File: src/rtl/wb_master_pkg.sv
// Shared types and defaults for the Wishbone single-transfer master.
package wb_master_pkg;

  localparam int DEF_AW             = 8;
  localparam int DEF_DW             = 32;
  localparam int DEF_TIMEOUT_CYCLES = 16;

  // Transfer sequencing: wait for request, run bus cycle, hold response.
  typedef enum logic [1:0] {
    ST_IDLE = 2'd0,
    ST_BUS  = 2'd1,
    ST_RESP = 2'd2
  } state_e;

endpackage

File: src/rtl/wb_timeout_cnt.sv
// Bus-cycle watchdog: counts enabled cycles from 0, flags the last allowed one.
module wb_timeout_cnt #(
  parameter int TIMEOUT_CYCLES = 16
) (
  input  logic clk,
  input  logic rst,
  input  logic clear,
  input  logic enable,
  output logic expired
);

  logic [7:0] cnt_q;

  // Count cycles while enabled; clear wins so each transfer starts at 0.
  always_ff @(posedge clk) begin
    if (rst || clear) begin
      cnt_q <= '0;
    end else if (enable && !expired) begin
      cnt_q <= cnt_q + 8'd1;
    end
  end

  // High during the final allowed cycle; the master terminates on that edge.
  always_comb begin
    expired = enable && (cnt_q == 8'(TIMEOUT_CYCLES - 1));
  end

endmodule

File: src/rtl/wb_gpio_master.sv
// Wishbone classic single-transfer master with valid/ready request and
// response channels. Optional bus watchdog enabled by WB_MASTER_TIMEOUT_EN.
module wb_gpio_master
  import wb_master_pkg::*;
#(
  parameter int AW             = DEF_AW,
  parameter int DW             = DEF_DW,
  parameter int TIMEOUT_CYCLES = DEF_TIMEOUT_CYCLES
) (
  input  logic            wb_clk_i,
  input  logic            wb_rst_i,
  // request channel
  input  logic            req_valid_i,
  output logic            req_ready_o,
  input  logic            req_we_i,
  input  logic [AW-1:0]   req_adr_i,
  input  logic [DW-1:0]   req_dat_i,
  input  logic [DW/8-1:0] req_sel_i,
  // response channel
  output logic            rsp_valid_o,
  input  logic            rsp_ready_i,
  output logic [DW-1:0]   rsp_dat_o,
  output logic            rsp_err_o,
  output logic            rsp_timeout_o,
  // wishbone master
  output logic            wb_cyc_o,
  output logic            wb_stb_o,
  output logic            wb_we_o,
  output logic [AW-1:0]   wb_adr_o,
  output logic [DW-1:0]   wb_dat_o,
  output logic [DW/8-1:0] wb_sel_o,
  input  logic [DW-1:0]   wb_dat_i,
  input  logic            wb_ack_i,
  input  logic            wb_err_i
);

  state_e state_q, state_d;
  logic   accept;
  logic   term;
  logic   tmo_exp;

`ifdef WB_MASTER_TIMEOUT_EN
  wb_timeout_cnt #(.TIMEOUT_CYCLES(TIMEOUT_CYCLES)) u_tmo (
    .clk     (wb_clk_i),
    .rst     (wb_rst_i),
    .clear   (state_q != ST_BUS),
    .enable  (state_q == ST_BUS),
    .expired (tmo_exp)
  );
`else
  assign tmo_exp = 1'b0;
`endif

  // State register; reset aborts any transfer in flight.
  always_ff @(posedge wb_clk_i) begin
    if (wb_rst_i) state_q <= ST_IDLE;
    else          state_q <= state_d;
  end

  // Next state plus accept/terminate strobes. Slave responses only count in BUS.
  always_comb begin
    state_d = state_q;
    accept  = 1'b0;
    term    = 1'b0;
    case (state_q)
      ST_IDLE: begin
        if (req_valid_i) begin
          accept  = 1'b1;
          state_d = ST_BUS;
        end
      end
      ST_BUS: begin
        if (wb_ack_i || wb_err_i || tmo_exp) begin
          term    = 1'b1;
          state_d = ST_RESP;
        end
      end
      ST_RESP: begin
        if (rsp_ready_i) state_d = ST_IDLE;
      end
      default: state_d = ST_IDLE;
    endcase
  end

  // Handshake and bus strobes decode straight from state so cyc/stb drop on
  // the terminating edge and rise the cycle after acceptance.
  always_comb begin
    req_ready_o = (state_q == ST_IDLE) && !wb_rst_i;
    rsp_valid_o = (state_q == ST_RESP);
    wb_cyc_o    = (state_q == ST_BUS);
    wb_stb_o    = (state_q == ST_BUS);
  end

  // Capture the request at acceptance; held stable for the whole bus cycle.
  always_ff @(posedge wb_clk_i) begin
    if (wb_rst_i) begin
      wb_we_o  <= 1'b0;
      wb_adr_o <= '0;
      wb_dat_o <= '0;
      wb_sel_o <= '0;
    end else if (accept) begin
      wb_we_o  <= req_we_i;
      wb_adr_o <= req_adr_i;
      wb_dat_o <= req_dat_i;
      wb_sel_o <= req_sel_i;
    end
  end

  // Latch the response on termination; err beats ack when both arrive.
  always_ff @(posedge wb_clk_i) begin
    if (wb_rst_i) begin
      rsp_dat_o <= '0;
      rsp_err_o <= 1'b0;
    end else if (term) begin
      if (wb_err_i) begin
        rsp_dat_o <= '0;
        rsp_err_o <= 1'b1;
      end else if (wb_ack_i) begin
        rsp_dat_o <= wb_we_o ? '0 : wb_dat_i;
        rsp_err_o <= 1'b0;
      end else begin
        rsp_dat_o <= '0;
        rsp_err_o <= 1'b0;
      end
    end
  end

`ifdef WB_MASTER_TIMEOUT_EN
  // Timeout flag is set only when the watchdog, not the slave, ended the cycle.
  always_ff @(posedge wb_clk_i) begin
    if (wb_rst_i)  rsp_timeout_o <= 1'b0;
    else if (term) rsp_timeout_o <= !(wb_ack_i || wb_err_i);
  end
`else
  assign rsp_timeout_o = 1'b0;
`endif

endmodule

File: config.mk
export PLATFORM = sky130hd
export DESIGN_NAME = wb_gpio_master
export DESIGN_NICKNAME = d
export VERILOG_FILES = /design/src/rtl/wb_master_pkg.sv /design/src/rtl/wb_timeout_cnt.sv /design/src/rtl/wb_gpio_master.sv
export SDC_FILE = /design/constraint.sdc
export NUM_CORES = 1
export LEC_CHECK = 0
export CORE_MARGIN = 2
export CORE_UTILIZATION = 33
export CTS_CLUSTER_DIAMETER = 30
export CTS_CLUSTER_SIZE = 25
export DETAILED_ROUTE_END_ITERATION = 10
export PLACE_DENSITY = 0.73
export RECOVER_POWER = 25
export SETUP_SLACK_MARGIN = 0.5
export SYNTH_ARGS = -nofsm -noshare
export SYNTH_HDL_FRONTEND = slang
export SYNTH_SLANG_ARGS = --single-unit
File: constraint.sdc
create_clock -name wb_clk_i -period 1.1 [get_ports wb_clk_i]
set_input_delay 0.165 -clock wb_clk_i [delete_from_list [all_inputs] [get_ports wb_clk_i]]
set_output_delay 0.165 -clock wb_clk_i [all_outputs]
set_load 0.05 [all_outputs]
==> Word-level counts from Yosys, hierarchy flattened <==
Index checks and enable logic that the tools add are counted.
Widths: inputs -> output; s select.
{ "classes": {"n_reduce_logical": 5, "muxes": 12, "eq_ne": 5} }
{ "op_table": {"columns": ["op", "n"], "rows": [
  ["$mux 32", 3],
  ["$mux 2", 3],
  ["$pmux 2 s3", 1],
  ["$mux 1", 5],
  ["$ne 2x1->1 const B", 2],
  ["$reduce_and 3->1", 1],
  ["$eq 2x1->1 const B", 1],
  ["$eq 2x2->1 const B", 1],
  ["$logic_not 2->1", 1],
  ["$ne 2x2->1 const B", 1],
  ["$logic_and 1x1->1", 1],
  ["$logic_not 1->1", 1],
  ["$logic_or 1x1->1", 1]
]} }
{ "word_totals": {"wordCells": 29, "regBits": 80, "inputBits": 83} }

==> Longest topological paths before layout <==
Gate-level depths: netlist of run 1.
{ "logic_depth": {"word_depth": 3, "mapped_depth": 5} }

==> Least setup slack after synthesis of run 1 <==
Ideal clock, no wire load.
{ "synth_path": {"kind": "reg2out", "startpoint": "register state_q[0]", "endpoint": "output port req_ready_o", "setup_slack_ps": -502, "arrival_time_ps": 1437, "path_stages_with_launch": 2, "n_path_buf": 0, "path_cell_list": "dfxtp_1 -> nor3_1"} }
{ "synth_between": {"elab_chain_len": 2} }
{ "synth_lines": {"columns": ["element", "line", "rtl"], "rows": [
  ["start, declared", "wb_gpio_master.sv:37", "state_e state_q, state_d;"],
  ["start signal, assigned", "wb_gpio_master.sv:57", "else state_q <= state_d;"],
  ["$logic_not 2->1", "wb_gpio_master.sv:88", "req_ready_o = (state_q == ST_IDLE) && !wb_rst_i;"],
  ["$logic_and 1x1->1", "wb_gpio_master.sv:88", null],
  ["end, declared", "wb_gpio_master.sv:14", "output logic req_ready_o,"]
]} }
No other way between the ends.

==> Worst setup path after layout of run 1 <==
{ "layout_path": {"startpoint": "register state_q[0]", "endpoint": "register wb_dat_o[13]"} }
{ "layout_between": {"elab_chain_len": 2} }
{ "layout_lines": {"columns": ["element", "line", "rtl"], "rows": [
  ["$logic_not 2->1", "wb_gpio_master.sv:65", "case (state_q)"],
  ["$mux 1", "wb_gpio_master.sv:65", null],
  ["end signal, assigned", "wb_gpio_master.sv:104", "wb_dat_o <= req_dat_i;"],
  ["end, declared", "wb_gpio_master.sv:30", "output logic [DW-1:0] wb_dat_o,"]
]} }
No other way between the ends.
A chain may end at the register's enable or synchronous reset.

==> metrics, run 1 <==
worst stage delay on the critical path 0.34 ns; critical path depth in cells 6; cell taking the most area after synthesis dfxtp_1; Crit Path Category flip-flop to flip-flop; RR Endpoint wb_dat_o[13]$_SDFFE_PP0P_; gpl congestion 0.768; htree depth 3; worst-path cell chain buf_6, nor3b_4, buf_4, buf_16, mux2i_1, nor2_1; vias in the first global route 3259; Core ar. 9110 um^2; setup TNS -19.31 ns; Worst Path Buf+Inv 3; router iterations before antenna repair 4; total CTS buffers 9; fill count 573; Syn Std Cell Area ~3100 um^2; Ys Warns 0; Cell variety after synth 22; Die Span X 100 um; fin area ~7000 um^2; leakage dissipation 2.69 nW; Inst Count DP ~570; WL per Instance 17.5 um; Die ar. 10100 um^2; reg2reg setup slack -0.33 ns; fmax 700 MHz; Peak supply drop between 0.8 and 0.9 mV; largest net degree at the start of global routing 53; number of buffers added on ports 164; setup violators final 84; mux cell area share after synthesis 14.7%; Total Nets Final 603; final cell count without fillers about 640; layout cells sized above 1 between 50 and 60%; RSZ-0062 raised after global routing yes; run status complete, but fails checks; top cells by area, synth dfxtp_1, mux2i_1, nand4_1; Setup Skew 0.00967 ns; Adder-Cell Fraction of Synth Area 0%; initial drt markers between 60 and 70; HP Class primary input to flip-flop; Tmin final 1.43 ns; DRT antenna net count 0; crit path from state_q[0]$_SDFFE_PP0P_; Critical Path End wb_dat_o[13]$_SDFFE_PP0P_; # IOs 166; Synth Area in XOR/XNOR 0%; vias 3148; Final period util 130%; CP max-delay cell dfxtp_2; Syn Nets 397; worst endpoint data arrival time 1.65 ns; max cap viols 0; WL final 11100 um; Mapped Cells between 300 and 400; Setup crit end kind flip-flop; pwr/cell area 1140 nW/um^2; clock tree root driver cell clkbuf_8; DRC viols 0; R2R Path Start state_q[0]$_SDFFE_PP0P_; flops & latches, synth 80; Num Clock Sinks 80; Initial Utilization between 30% and 40%; CTS tree done; delay-heaviest family, CP buffers and inverters; part of the Yosys area used for sequential elements between 50% and 60%; worst hold path depth 3; Vert. Die Dim 100 um; Rows 35; CP Max Fanout 16; Skew-Pair Late Insertion Delay 0.34 ns; Placed Area 5980 um^2; area share of the leading cell type in the synthesized netlist a little over half; largest family of logic cells by synthesized area multiplexers; cells on worst reg2reg path 6; final worst slack -0.328 ns; endpoints failing hold 0; CP Launch Type flip-flop; clock slew at reported path FFs around 0.090 ns; Synth Area in Compound Gates a little under an eighth; detailed placement HPWL ~6800 um; initial antenna violation count 0; Area Growth Syn to Fin 128%; WP data required around 1.3 ns; Pwr Total 0.00799 W; Final Slew Violations 0; failing checks negative setup slack; Setup WS pre-CTS -0.486 ns; CTS max path bufs 2; first-pass GRT wire length 16700 um; GRT Overall Usage a little over a fifth; total global routing overflow 0; post-synthesis simple-gate area fraction 14.3%; Avg Cell Area, Syn 9.74 um^2; via/cell ratio 4.96; n_diodes 0
worst min path at each step:
| stage | startpoint | to | slack (ns) |
|---|---|---|---|
| after floorplan | wb_err_i | rsp_err_o$_SDFFE_PP0P_ | 0.28 |
| after global placement | rsp_dat_o[2]$_SDFFE_PP0P_ | rsp_dat_o[2]$_SDFFE_PP0P_ | 0.50 |
| after detailed placement | rsp_dat_o[28]$_SDFFE_PP0P_ | rsp_dat_o[28]$_SDFFE_PP0P_ | 0.50 |
| after CTS | wb_rst_i | wb_sel_o[2]$_SDFFE_PP0P_ | 0.29 |
| after global routing | wb_rst_i | wb_adr_o[5]$_SDFFE_PP0P_ | 0.33 |
| final | wb_rst_i | wb_dat_o[0]$_SDFFE_PP0P_ | 0.32 |
through the flow:
step                      utilization (%)  hold slack (ns)
after detailed placement             65.6            0.501
final                                76.7            0.321
after global placement               65.6            0.498
after global routing                 76.7            0.331
after floorplan                         -            0.282
after CTS                            74.3            0.294
cell usage in the layout, fill, tap and decap left out, types with 2 or more instances in the layout:
master	count
nor2_1	46
nand4_1	32
a21oi_2	5
dfxtp_4	70
clkdlybuf4s50_1	81
clkbuf_8	9
clkinv_4	2
buf_4	28
clkbuf_16	3
o21ai_2	24
mux2i_1	44
o21ai_1	5
bufinv_16	2
buf_16	8
a21oi_1	30
nor2_4	2
o21ai_4	5
dfxtp_1	9
buf_6	13
buf_12	93
registers in the layout, indices dropped and copies added, names as in the netlist:
name       cells
wb_we_o        1
wb_sel_o       4
rsp_err_o      1
rsp_dat_o     32
state_q        2
wb_adr_o       8
wb_dat_o      32
what timing repair did:
item                                   in CTS  in global routing
hold buffers                                0                  0
cloned                                      8                  3
gates resized for setup                    65                 17
setup endpoints to repair                 162                162
endpoints found under the hold margin       0                  0
setup buffers                              24                 11
pin swaps                                  43                 27
synth_stat cells:
cell type,n
dfxtp_1,80
nor2_1,47
mux2i_1,45
a21oi_1,35
o21ai_0,33
nand4_1,32
clkbuf_1,15
buf_4,5
buf_12,4
buf_2,4
buf_1,3
and2b_2,1
buf_6,1
conb_1,1
inv_2,1
nand2_1,1
nand2b_1,1
nand2b_4,1
nor2_4,1
nor3_1,1
nor3b_2,1
o21ai_1,1
layer usage:
metal / vias to the layer above / global-route usage [%] / wire, um
met4: 0 / 6.53 / 218
met3: 17 / 5.01 / 714
li1: 1529 / - / -
met1: 1477 / 25.2 / 4400
met2: 125 / 37.4 / 5790
met5: - / 0 / 0
report_power, final:
part	internal, W	switching [W]	leakage (nW)	total (W)
logic	0.00138	0.00116	1.89	0.00254
clock network	0.00126	0.00108	0.103	0.00234
registers	0.00296	0.000154	0.704	0.00312
total	0.00560	0.00240	2.69	0.00799
worst min-delay path, stage by stage:
cell    delay, ns
buf_2        0.15
buf_12       0.21
nor2_1       0.10
area by class of cell:
type	count	area [um^2]	area share, %
well taps	111	139	1.99
clock inverters	6	85.1	1.22
flip-flops and latches	80	1870	26.7
multi-input cells	201	1440	20.5
inverters	1	8.76	0.125
clock buffers	9	124	1.77
repair buffers	227	3330	47.7
cell families after synthesis:
logic type	count (synthesis)
buffers and inverters	33
other	1
flip-flops	80
multiplexers	45
AND/OR/NAND/NOR	86
AO/OA/AOI/OAI	69
No activity file was read; power rests on OpenSTA's default activity.
==> inputs of run 2 (changes only) <==
--- a/config.mk
+++ b/config.mk
@@ -16,3 +16,4 @@
 export SYNTH_ARGS = -nofsm -noshare
 export SYNTH_HDL_FRONTEND = slang
 export SYNTH_SLANG_ARGS = --single-unit
+export TNS_END_PERCENT = 50
==> run 2 against run 1 <==
Against the previous run:
- the flow still finishes with violations (negative setup slack)
- via count increased by 1.1%
- core utilization is 2.4 points lower
- wire length grew 1.4%
- critical path depth increased by 1
- maximum frequency fell by 0.96%
- power increased by 1.5%
- hold slack worse by 0.021 ns
- largest cell class unchanged
- clock skew shrank 0.0021 ns
- count of clock-buffer cells in the layout grew 3
- sequential share of layout area down 2.2 points
- setup slack got worse by 0.014 ns
==> metrics, run 2 (same netlist as run 1, synthesis figures left out) <==
Final period util 131%; Area Growth Syn to Fin 121%; clock tree root driver cell clkbuf_8; WL per Instance ~18 um; Core ar. 9110 um^2; largest net degree at the start of global routing 31; Crit Path Category flip-flop to flip-flop; via/cell ratio 5.15; n_diodes 0; RSZ-0062 raised after global routing yes; number of buffers added on ports 164; vias 3183; final worst slack -0.341 ns; Sequential cell area 1660 um^2; RR Endpoint rsp_dat_o[25]$_SDFFE_PP0P_; Num Clock Sinks 80; worst hold path depth 3; # IOs between 150 and 200; area of the multi-input gates 1520 um^2; GRT Overall Usage a little over a fifth; DRC viols 0; WP data required roughly 1.3 ns; CTS max path bufs 2; leading cell type in the layout, fill and taps excluded buf_12; Initial Utilization between 30% and 40%; Inst Count DP ~570; htree depth 3; Die ar. between 10000 and 15000 um^2; HP Class primary input to flip-flop; Vert. Die Dim 100 um; Skew-Pair Late Insertion Delay 0.34 ns; first-pass GRT wire length around 17000 um; fin area around 6800 um^2; Setup crit end kind flip-flop; Placed Area 5640 um^2; fill count 599; Peak supply drop 0.839 mV; endpoints failing hold 0; most frequent cells in the layout buf_12, clkdlybuf4s50_1, dfxtp_1; clock slew at reported path FFs 0.09 ns; Final Slew Violations 0; setup TNS -19.80 ns; WL final 11300 um; cts hold-fix bufs 0; run status complete, but fails checks; DRT antenna net count 0; Pwr Total a little over 0.008 W; Worst Hold Launch wb_rst_i; Setup WS pre-CTS -0.505 ns; Total Nets Final 586; cells on worst reg2reg path 7; Tmin final between 1 and 1.5 ns; CP Launch Type flip-flop; failing checks negative setup slack; leakage dissipation roughly 2.6 nW; fmax 694 MHz; final cell count without fillers 618; Rows 35; CTS tree done; gpl congestion 0.749; total CTS buffers 9; Hold EP wb_adr_o[1]$_SDFFE_PP0P_; Setup Skew 0.00759 ns; vias in the first global route 3319; biggest regs rsp_dat_o (32), wb_dat_o (32), wb_adr_o (8); initial drt markers just over 80; Die Span X 100 um; reg2reg setup slack -0.34 ns; total global routing overflow 0; router iterations before antenna repair 4; CP Max Fanout 5; layout cells sized above 1 45.0%; setup violators final 84; worst endpoint data arrival time 1.65 ns; detailed placement HPWL between 6000 and 7000 um; pwr/cell area 1200 nW/um^2; initial antenna violation count 0; R2R Path Start state_q[1]$_SDFFE_PP0P_; max cap viols 0
run 2: cell count changes in the layout (fill, tap and decap cells not counted), moves of 5 or more:
cell and change:
a21oi_1 -8, a21oi_2 +8, buf_6 -6, dfxtp_4 -61, buf_4 -17, dfxtp_1 +46
o21ai_1 -5, dfxtp_2 +15
run 2: area by class of cell:
class	count	share of cell area, %
clock buffers	12	2.46
clock inverters	3	0.703
inverters	1	0.240
multi-input cells	201	22.5
flip-flops and latches	80	24.5
well taps	111	2.05
repair buffers	207	47.0
repair inverters	3	0.573
run 2: worst max path at each step:
stage / start / end / slack [ns] / cells past startpoint
after floorplan: state_q[0]$_SDFFE_PP0P_ / wb_adr_o[0]$_SDFFE_PP0P_ / -0.11 / 5
after global placement: req_valid_i / wb_dat_o[8]$_SDFFE_PP0P_ / -0.49 / 5
after detailed placement: req_valid_i / wb_dat_o[3]$_SDFFE_PP0P_ / -0.50 / 5
after CTS: state_q[0]$_SDFFE_PP0P_ / rsp_valid_o / -0.30 / 3
after global routing: state_q[0]$_SDFFE_PP0P_ / wb_dat_o[19]$_SDFFE_PP0P_ / -0.38 / 7
final: state_q[1]$_SDFFE_PP0P_ / rsp_dat_o[25]$_SDFFE_PP0P_ / -0.34 / 7
run 2: worst max-delay path: stages (launching register included):
cell      delay [ns]
dfxtp_4         0.36
buf_6           0.12
nand2b_4        0.19
buf_12          0.17
buf_12          0.12
buf_16          0.13
o21ai_2         0.11
a21oi_1         0.10
run 2: power by group:
group          internal, W  switching, W  leakage [nW]
combinational      0.00139       0.00120          1.82
sequential         0.00303      0.000163         0.667
clock              0.00125       0.00108         0.108
run 2: routing by layer:
| metal | up-vias | wire length [um] | track usage, % |
|---|---|---|---|
| met3 | 17 | 754 | 6.34 |
| met5 | - | 0 | 0 |
| met1 | 1546 | 4500 | 24.9 |
| li1 | 1488 | - | - |
| met4 | 0 | 265 | 9.06 |
| met2 | 132 | 5760 | 36.6 |
run 2: timing repair:
action / in CTS / in global routing
buffers inserted: 14 / 2
resized for setup: 72 / 66
gates cloned: 11 / 3
pin swaps: 52 / 9
setup endpoints to repair: 162 / 162
run 2: stage by stage:
stage	hold slack, ns	utilization [%]
after global placement	0.484	62.0
after CTS	0.294	71.3
after detailed placement	0.503	62.0
after global routing	0.308	74.3
after floorplan	0.292	-
final	0.300	74.3
==> inputs of run 3 (changes only) <==
--- a/config.mk
+++ b/config.mk
@@ -5,6 +5,7 @@
 export SDC_FILE = /design/constraint.sdc
 export NUM_CORES = 1
 export LEC_CHECK = 0
+export ABC_CLOCK_PERIOD_IN_PS = 1100
 export CORE_MARGIN = 2
 export CORE_UTILIZATION = 33
 export CTS_CLUSTER_DIAMETER = 30
==> results of run 3 <==
The final DEF is identical to that of run 2; final timing and power are the same.
